$ cat src/rtl/pc_ctrl_pkg.sv
// Shared encodings for the PC redirect / fetch sequencing controller:
// FSM states, redirect-source codes and the redirect priority function.
package pc_ctrl_pkg;

  typedef enum logic [1:0] {
    REQ  = 2'd0,
    WAIT = 2'd1,
    KILL = 2'd2
  } state_t;

  localparam logic [1:0] REDIR_SEQ  = 2'b00;
  localparam logic [1:0] REDIR_JAL  = 2'b01;
  localparam logic [1:0] REDIR_JALR = 2'b10;
  localparam logic [1:0] REDIR_BR   = 2'b11;

  // EX-stage redirects are older than ID-stage ones, so they win.
  function automatic logic [1:0] redir_code(input logic branch, input logic jalr,
                                            input logic jal);
    if (branch)    return REDIR_BR;
    else if (jalr) return REDIR_JALR;
    else if (jal)  return REDIR_JAL;
    else           return REDIR_SEQ;
  endfunction

endpackage

$ cat src/rtl/fetch_skid_buf.sv
// One-entry skid buffer holding a fetched instruction across a decode stall.
module fetch_skid_buf #(
  parameter int INST_W = 32
) (
  input  logic              clk,
  input  logic              rst,
  input  logic              load,
  input  logic              unload,
  input  logic              clear,
  input  logic [INST_W-1:0] din,
  output logic              valid,
  output logic [INST_W-1:0] dout
);

  logic              valid_q;
  logic [INST_W-1:0] data_q;

  always_ff @(posedge clk) begin
    if (rst)                 valid_q <= 1'b0;
    else if (clear || unload) valid_q <= 1'b0;
    else if (load)           valid_q <= 1'b1;
  end

  // NOTE: the data register has no reset; it is only ever observed when valid_q is set.
  always_ff @(posedge clk) begin
    if (load) data_q <= din;
  end

  assign valid = valid_q;
  assign dout  = data_q;

endmodule

$ cat src/rtl/pc_redirect_ctrl.sv
// PC-enable / fetch-handshake / flush controller for the IF stage.
// Optional perf counters are enabled with `define PC_CTRL_PERF_EN.
module pc_redirect_ctrl
  import pc_ctrl_pkg::*;
#(
  parameter int INST_W = 32
`ifdef PC_CTRL_PERF_EN
  , parameter int PERF_W = 32
`endif
) (
  input  logic              clk,
  input  logic              rst,
  input  logic              JalD,
  input  logic              JalrE,
  input  logic              BranchE,
  input  logic              StallD,
  input  logic              imem_req_ready,
  input  logic              imem_rsp_valid,
  input  logic [INST_W-1:0] imem_rsp_data,
  output logic              imem_req_valid,
  output logic              pc_en,
  output logic [1:0]        redirect_src,
  output logic              if_id_we,
  output logic [INST_W-1:0] inst_IF,
  output logic              flush_ID,
  output logic              flush_EX
`ifdef PC_CTRL_PERF_EN
  , output logic [PERF_W-1:0] perf_stall_cnt
  , output logic [PERF_W-1:0] perf_redir_cnt
`endif
);

  state_t            state, state_n;
  logic              redir;
  logic              hold_valid;
  logic [INST_W-1:0] hold_data;
  logic              buf_load, buf_unload, buf_clear;

  fetch_skid_buf #(.INST_W(INST_W)) u_skid (
    .clk    (clk),
    .rst    (rst),
    .load   (buf_load),
    .unload (buf_unload),
    .clear  (buf_clear),
    .din    (imem_rsp_data),
    .valid  (hold_valid),
    .dout   (hold_data)
  );

  always_ff @(posedge clk) begin
    if (rst) state <= REQ;
    else     state <= state_n;
  end

  // NOTE: every signal is given a default first so no path leaves it unassigned (no latches).
  always_comb begin
    redir          = BranchE | JalrE | (JalD & ~StallD);
    state_n        = state;
    imem_req_valid = 1'b0;
    pc_en          = 1'b0;
    redirect_src   = REDIR_SEQ;
    if_id_we       = 1'b0;
    inst_IF        = '0;
    flush_ID       = 1'b0;
    flush_EX       = 1'b0;
    buf_load       = 1'b0;
    buf_unload     = 1'b0;
    buf_clear      = 1'b0;

    if (!rst) begin
      // Request depends only on registered state and redirect inputs, never on imem_rsp.
      imem_req_valid = (state == REQ) & ~hold_valid & ~redir;

      if (redir) begin
        pc_en        = 1'b1;
        redirect_src = redir_code(BranchE, JalrE, JalD);
        flush_ID     = 1'b1;
        flush_EX     = BranchE | JalrE;
        buf_clear    = 1'b1;
        case (state)
          WAIT:    state_n = imem_rsp_valid ? REQ : KILL;
          KILL:    if (imem_rsp_valid) state_n = REQ;
          default: state_n = state;
        endcase
      end else begin
        flush_EX = StallD;
        case (state)
          REQ: begin
            if (hold_valid && !StallD) begin
              if_id_we   = 1'b1;
              inst_IF    = hold_data;
              pc_en      = 1'b1;
              buf_unload = 1'b1;
            end
            if (imem_req_valid && imem_req_ready) state_n = WAIT;
          end
          WAIT: begin
            if (imem_rsp_valid) begin
              state_n = REQ;
              if (StallD) begin
                buf_load = 1'b1;
              end else begin
                if_id_we = 1'b1;
                inst_IF  = imem_rsp_data;
                pc_en    = 1'b1;
              end
            end
          end
          KILL:    if (imem_rsp_valid) state_n = REQ;
          default: state_n = REQ;
        endcase
      end
    end
  end

`ifdef PC_CTRL_PERF_EN
  logic [PERF_W-1:0] stall_q, redir_q;

  always_ff @(posedge clk) begin
    if (rst) begin
      stall_q <= '0;
      redir_q <= '0;
    end else begin
      stall_q <= stall_q + PERF_W'(~pc_en);
      redir_q <= redir_q + PERF_W'(redir);
    end
  end

  assign perf_stall_cnt = rst ? '0 : stall_q;
  assign perf_redir_cnt = rst ? '0 : redir_q;
`endif

endmodule

$ cat config.mk
export PLATFORM = sky130hd
export DESIGN_NAME = pc_redirect_ctrl
export DESIGN_NICKNAME = d
export VERILOG_FILES = /design/src/rtl/pc_ctrl_pkg.sv /design/src/rtl/fetch_skid_buf.sv /design/src/rtl/pc_redirect_ctrl.sv
export SDC_FILE = /design/constraint.sdc
export NUM_CORES = 1
export LEC_CHECK = 0
export ABC_CLOCK_PERIOD_IN_PS = 2400
export CORE_UTILIZATION = 25
export DETAILED_ROUTE_END_ITERATION = 16
export PLACE_DENSITY = 0.56
export REMOVE_ABC_BUFFERS = 1
export SLEW_MARGIN = 20
export SYNTH_ARGS = -nofsm -noshare
export SYNTH_HDL_FRONTEND = slang
export SYNTH_SLANG_ARGS = --single-unit
$ cat constraint.sdc
create_clock -name clk -period 2.4 [get_ports clk]
set_input_delay 0.48 -clock clk [delete_from_list [all_inputs] [get_ports clk]]
set_output_delay 0.48 -clock clk [all_outputs]
set_load 0.01 [all_outputs]
==> results.yml, run 1 <==
flow_run:
  drv.max_cap_violation_count: 0
power:
  sw_frac: 0.218
  combinationalPowerShare: 0.144
  static-leakage-power_nw: 1.03
  p_sw_mw: 0.272
  powerDensity_mw_per_mm2: 422
  p_seq_frac: 0.536
  cellInternalPower_mw: 0.976
  pwr-share-clk: 0.319
  irDropWorstVdd_uv: 183
die:
  effective_utilization_at_floorplan: 0.263
  core_mm2: 0.00687
  chipWidth_um: 87.0
  floorplan.die.height_um: 87.0
  fp-row-count: 30
  top_level_ports: 79
  design.die.area_mm2: 0.00756
outcome:
  run_status: "finished clean"
min_path:
  hold_depth: 2
  timing.hold.worst.class: "register to register"
clocking:
  tritoncts.num_buffers: 5
  ctsHoldBuffers: 0
  clock_path_buffers: 2
  root_buffer: "clkbuf_8"
  cts.sink_count: 35
  tritoncts: "done"
  clkTransAtPathRegs_ns: 0.06
  worst_skew_pair.late_latency_ns: 0.28
  cts.htree.levels: 2
yosys:
  ys_ff_latch: 35
  synth.distinct_cells: 28
  yosysWarningCount: 0
  synthCells: 161
  synth-seq-area-share: 0.566
  postSynthAreaPerCell_um2: 11.2
  synth.cell_area_mm2: 0.00180
critical_path:
  timing.critical_path.arrival_ns: 1.84
  class_of_the_most_critical_setup_path: "input pin to primary output"
  cp_cell_sequence: "clkdlybuf4s50_1 > nor3_4 > nand2b_2 > buf_12 > nor2_1 > dlygate4sd2_1"
  worst-endpoint-required_ns: 1.92
  slowest_stage_cell_crit_path: "clkdlybuf4s50_1"
  worst_r2r_path_depth: 4
  crit_path_end_kind: "primary output"
  worst_path_maximum_fanout: 33
  crit_path_start_kind: "input pin"
  cpPeakStageDelay_ns: 0.46
cells_and_area:
  design.final.nets: 303
  share_of_final_layout_standard_cells_stronger_than_drive_strength_1: 0.264
  fillCellCount: 678
  area_delta_synth_final_pct: 63.9
  layout.core_utilization: 0.431
  most-common-layout-cells: "nor2_1, clkdlybuf4s50_1, edfxtp_1"
  num_antenna_cells: 0
global_route:
  first_global_vias: 1556
  track_usage: 0.129
  grt_start_max_net_pins: 34
  antenna_violations_before_repair: 0
  grt_busiest_layer: "met2"
  first_pass_grt_wire_length_um: 7360
  global_route.overflow_total: 0
  groute.layer.met1.usage: 0.149
  use_met2: 0.223
  global_route_met3_usage: 0.0417
sta:
  drv_slew: 0
  finalHoldViolations: 0
  setup_slack_ns: 0.0772
  setup_violations: 0
  fmax_mhz: 431
  final_min_period_over_clock_period: 0.968
  max_slew.worst_pin.slew_ns: 0.251
  grt_setup_unrepaired: "yes"
  fin_hold_ws_ns: 0.594
  final_critical_period_ns: 2.32
  skew_ns: 0.00636
  max-slew-margin-rel: 0.831
routing:
  totalWireLength_um: 4800
  drtIter0Drc: 45
  route.vias.total: 1579
  postRouteAntennaNets: 0
  drt_pre_antenna_iters: 4
  route.detailed.vias_per_inst: 4.46
  post_drt_wl_per_cell_um: 13.6
  drc: 0
placement:
  dp.final_hpwl_um: 3210
  portBuffers: 78
  gpl.final_weighted_congestion: 0.792
  post-place-ws_ns: -0.454
[cell families (layout without fill, tap and decap cells)]
logic type / Yosys count / count (layout) / synth area share
compound gates: 42 / 42 / 0.165
buf+inv: 15 / 112 / 0.0541
simple gates: 62 / 62 / 0.168
fa+ha+maj: 6 / 6 / 0.0416
flops: 35 / 35 / 0.566
mux: 1 / 1 / 0.00555
[path summary, 6_finish.rpt]
kind           startpoint           end  slack [ns]
min          u_skid.valid  u_skid.valid        0.59
min reg2reg  u_skid.valid  u_skid.valid        0.59
max reg2reg      state[1]      state[1]        1.01
max                 JalrE    inst_IF[0]        0.08
[through the flow]
step                setup TNS (ns)  power (mW)  instances  cell area [um2]
floorplan                   -10.99       0.735        149             1720
finish                           0        1.25        354             2960
global route               -0.0236        1.31        354             2960
CTS                              0        1.26        350             2890
detailed placement          -14.60       0.858        338             2790
global placement            -13.94       0.856        338             2790
[worst max-delay path: cells and delay by family]
kind | cells | cell delay (ns)
buf+inv | 3 | 0.90
simple gates | 3 | 0.44
[layout make-up]
cell class | instances | area (um2) | area share
Timing Repair Buffer | 101 | 962 | 0.325
Tap cell | 96 | 120 | 0.0406
Clock inverter | 1 | 5.00 | 0.00169
Inverter | 3 | 11.3 | 0.00381
Sequential cell | 35 | 1030 | 0.347
Clock buffer | 7 | 76.3 | 0.0258
Multi-Input combinational cell | 111 | 757 | 0.256
[per-layer routing]
metal  share of wire  routed length, um  vias to the layer above
met3           0.057                274                        7
met4           0.016                 76                        0
li1                -                  -                      788
met1            0.45               2140                      738
met2            0.48               2310                       46
met5               0                  0                        -
[flip-flops by register name, summed over array words and instances, names as in the netlist]
name,cells
u_skid.valid,1
u_skid.dout,32
state,2
[cell usage after synthesis]
cell,n,share of area
nand3_1,1,0.0028
inv_1,3,0.0062
nor3_1,3,0.0083
dfxtp_1,3,0.033
ha_1,6,0.042
o22ai_1,1,0.0035
nand2_1,4,0.0083
nor3_4,1,0.0090
nor2_1,40,0.083
nor2_2,4,0.014
nand2b_1,2,0.0069
a21oi_1,1,0.0028
clkbuf_1,1,0.0021
or4b_1,1,0.0055
nand2b_2,1,0.0049
buf_4,1,0.0042
buf_2,6,0.017
a31o_2,1,0.0049
a22oi_1,32,0.13
nor4_1,1,0.0035
nor2b_4,1,0.0076
edfxtp_1,32,0.53
o21ai_0,5,0.014
a31oi_1,2,0.0069
nand3b_1,1,0.0042
and3b_1,2,0.0097
mux2i_1,1,0.0055
buf_6,4,0.025
[power by group through the flow]
stage	Combinational, mW	Sequential, mW	Clock (mW)
after floorplan	0.0523	0.683	0
after global placement	0.174	0.682	0
after detailed placement	0.175	0.682	0
after CTS	0.178	0.670	0.411
after global routing	0.198	0.670	0.447
final	0.180	0.670	0.399
[timing repair]
item / in CTS / in global routing
buffers inserted: 3 / 2
gates resized for setup: 61 / 47
cloned: 1 / 2
pin swaps: 0 / 1
endpoints found under the setup margin: 37 / 27
(Power assumes the default switching activity.)
==> run 2, diff against run 1 <==
Settings changed: CORE_MARGIN set to 2, REMOVE_ABC_BUFFERS 1 to unset.
==> run 2 against run 1 <==
Clock skew fell by 0.0033 ns; sequential power barely moved; count of clock-buffer cells in the layout fell by 1; total power rose by 2.0%; combinational power rose by 4%; sequential share of layout area rose by 0.28 points; core utilization fell by 0.58 points; fmax fell by 1.3%; register-to-register slack got worse by 0.08 ns; design area fell by 0.80%; largest cell class unchanged.
==> results.yml, run 2 (synthesis results as in run 1) <==
placement:
  placed_cell_area_mm2: 0.00281
  post-place-ws_ns: -0.380
  dp.final_hpwl_um: 3350
  gpl.final_weighted_congestion: 0.796
  portBuffers: 78
  dpl.cell_count: 341
yosys:
  post_syn_nets: 207
global_route:
  first_global_vias: 1466
  first_pass_grt_wire_length_um: 7030
  global_route.overflow_total: 0
  grt_start_max_net_pins: 21
  track_usage: 0.116
  antenna_violations_before_repair: 0
sta:
  finalHoldViolations: 0
  fin_hold_ws_ns: 0.584
  max_slew.worst_pin.slew_ns: 0.317
  skew_ns: 0.00306
  drv_slew: 0
  final_critical_period_ns: 2.35
  max-slew-margin-rel: 0.787
  setup_slack_ns: 0.0470
  setup_violations: 0
  final_min_period_over_clock_period: 0.980
  fmax_mhz: 425
critical_path:
  cp_cell_sequence: "clkdlybuf4s50_1 > nor2b_4 > nor3_4 > nand2b_4 > buf_12 > nor2_1 > clkdlybuf4s15_1"
  timing.rr.end: "u_skid.dout[11]"
  crit_path_start_kind: "input pin"
  timing.critical_path.from: "JalD"
  dominant_delay_contributor_by_cell_family_on_the_critical_path: "buffers and inverters"
  slowest_stage_cell_crit_path: "clkdlybuf4s50_1"
  timing.reg2reg.setup_slack_ns: 0.93
  worst_r2r_path_depth: 6
  critical_path.n_buffers_inverters: 3
  timing.critical_path.arrival_ns: 1.87
  worst-endpoint-required_ns: 1.92
  crit_end: "inst_IF[10]"
  worst_path_maximum_fanout: 15
  crit_path_end_kind: "primary output"
  class_of_the_most_critical_setup_path: "input pin to primary output"
  worstSetupPathDepth: 7
  cpPeakStageDelay_ns: 0.40
  crit-reg2reg-launch: "state[1]"
die:
  top_level_ports: 79
  core_mm2: 0.00691
  fp-row-count: 30
  chipWidth_um: 89.0
  design.die.area_mm2: 0.00791
  floorplan.die.height_um: 89.0
  effective_utilization_at_floorplan: 0.261
routing:
  drt_pre_antenna_iters: 6
  postRouteAntennaNets: 0
  route.detailed.vias_per_inst: 4.46
  route.vias.total: 1592
  drtIter0Drc: 46
  post_drt_wl_per_cell_um: 13.1
  drc: 0
  totalWireLength_um: 4690
clocking:
  tritoncts.num_buffers: 5
  tritoncts: "done"
  root_buffer: "clkbuf_8"
  ctsHoldBuffers: 0
  cts.htree.levels: 2
  clkTransAtPathRegs_ns: 0.07
  cts.sink_count: 35
  worst_skew_pair.late_latency_ns: 0.28
  clock_path_buffers: 2
cells_and_area:
  stdcell_count: 357
  num_antenna_cells: 0
  area_delta_synth_final_pct: 62.6
  design.final.nets: 306
  fillCellCount: 730
  largest_register_ffs: 32
  layout.cells.most_common: "clkdlybuf4s50_1"
  most-common-layout-cells: "clkdlybuf4s50_1, nor2_1, edfxtp_1"
  layout.cell_area.non_filler_mm2: 0.00293
  share_of_final_layout_standard_cells_stronger_than_drive_strength_1: 0.333
power:
  static-leakage-power_nw: 1.05
  sum_of_internal_switching_and_leakage_power_mw: 1.27
  powerDensity_mw_per_mm2: 434
  irDropWorstVdd_uv: 241
min_path:
  timing.hold.worst.class: "register to register"
outcome:
  run_status: "finished clean"
flow_run:
  drv.max_cap_violation_count: 0
-- run 2: cell types whose count changed in the layout (fill, tap and decap cells not counted), sizes merged --
cell / delta
clkdlybuf4s15: -9
clkinvlp: +1
buf: +5
dlymetal6s2s: +2
clkbuf: +10
dlygate4sd2: -6
-- run 2: worst min path at each step --
stage                       startpoint            to  slack, ns  cells past startpoint
after global placement    u_skid.valid  u_skid.valid       0.57                      2
after detailed placement      state[0]      state[0]       0.57                      2
final                     u_skid.valid  u_skid.valid       0.58                      2
after global routing      u_skid.valid  u_skid.valid       0.62                      2
after floorplan               state[1]      state[1]       0.50                      2
after CTS                 u_skid.valid  u_skid.valid       0.59                      2
-- run 2: report_power, final --
group          total, mW  switching, mW  internal [mW]
sequential         0.669        0.00220          0.667
combinational      0.188         0.0770          0.111
clock              0.416          0.213          0.203
-- run 2: metal layers --
metal  share of wire  GRT usage
met1            0.45      0.156
met2            0.49      0.188
met3           0.055     0.0314
met4          0.0041     0.0244
met5               0          0
-- run 2: cell type report --
class | instances | area (um2) | share of cell area
flip-flops and latches | 35 | 1030 | 0.350
clock buffers | 6 | 72.6 | 0.0247
repair buffers | 104 | 935 | 0.319
inverters | 3 | 11.3 | 0.00384
clock inverters | 2 | 12.5 | 0.00426
multi-input cells | 111 | 757 | 0.258
well taps | 96 | 120 | 0.0409
-- run 2: stage by stage --
step,util,setup TNS [ns]
floorplan,-,0
global placement,0.407,-11.04
detailed placement,0.407,-11.41
CTS,0.429,0
global route,0.425,-0.0176
finish,0.425,0
-- run 2: repair_timing --
action	CTS	global route
resized for setup	69	64
buffers inserted	5	2
pin swaps	0	2
gates cloned	1	0
endpoints found under the setup margin	37	33
-- run 2: worst register-to-register path, delay by kind of cell (launching register included) --
family,cells,cell delay [ns]
buffers and inverters,3,0.39
flip-flops,1,0.33
AND/OR/NAND/NOR,2,0.27
adder cells (fa/ha/maj),1,0.18
==> run 3, diff against run 2 <==
Settings changed: CTS_CLUSTER_DIAMETER set to 30.
==> results of run 3 <==
No change in the layout: final DEF, timing and power equal those of run 2.
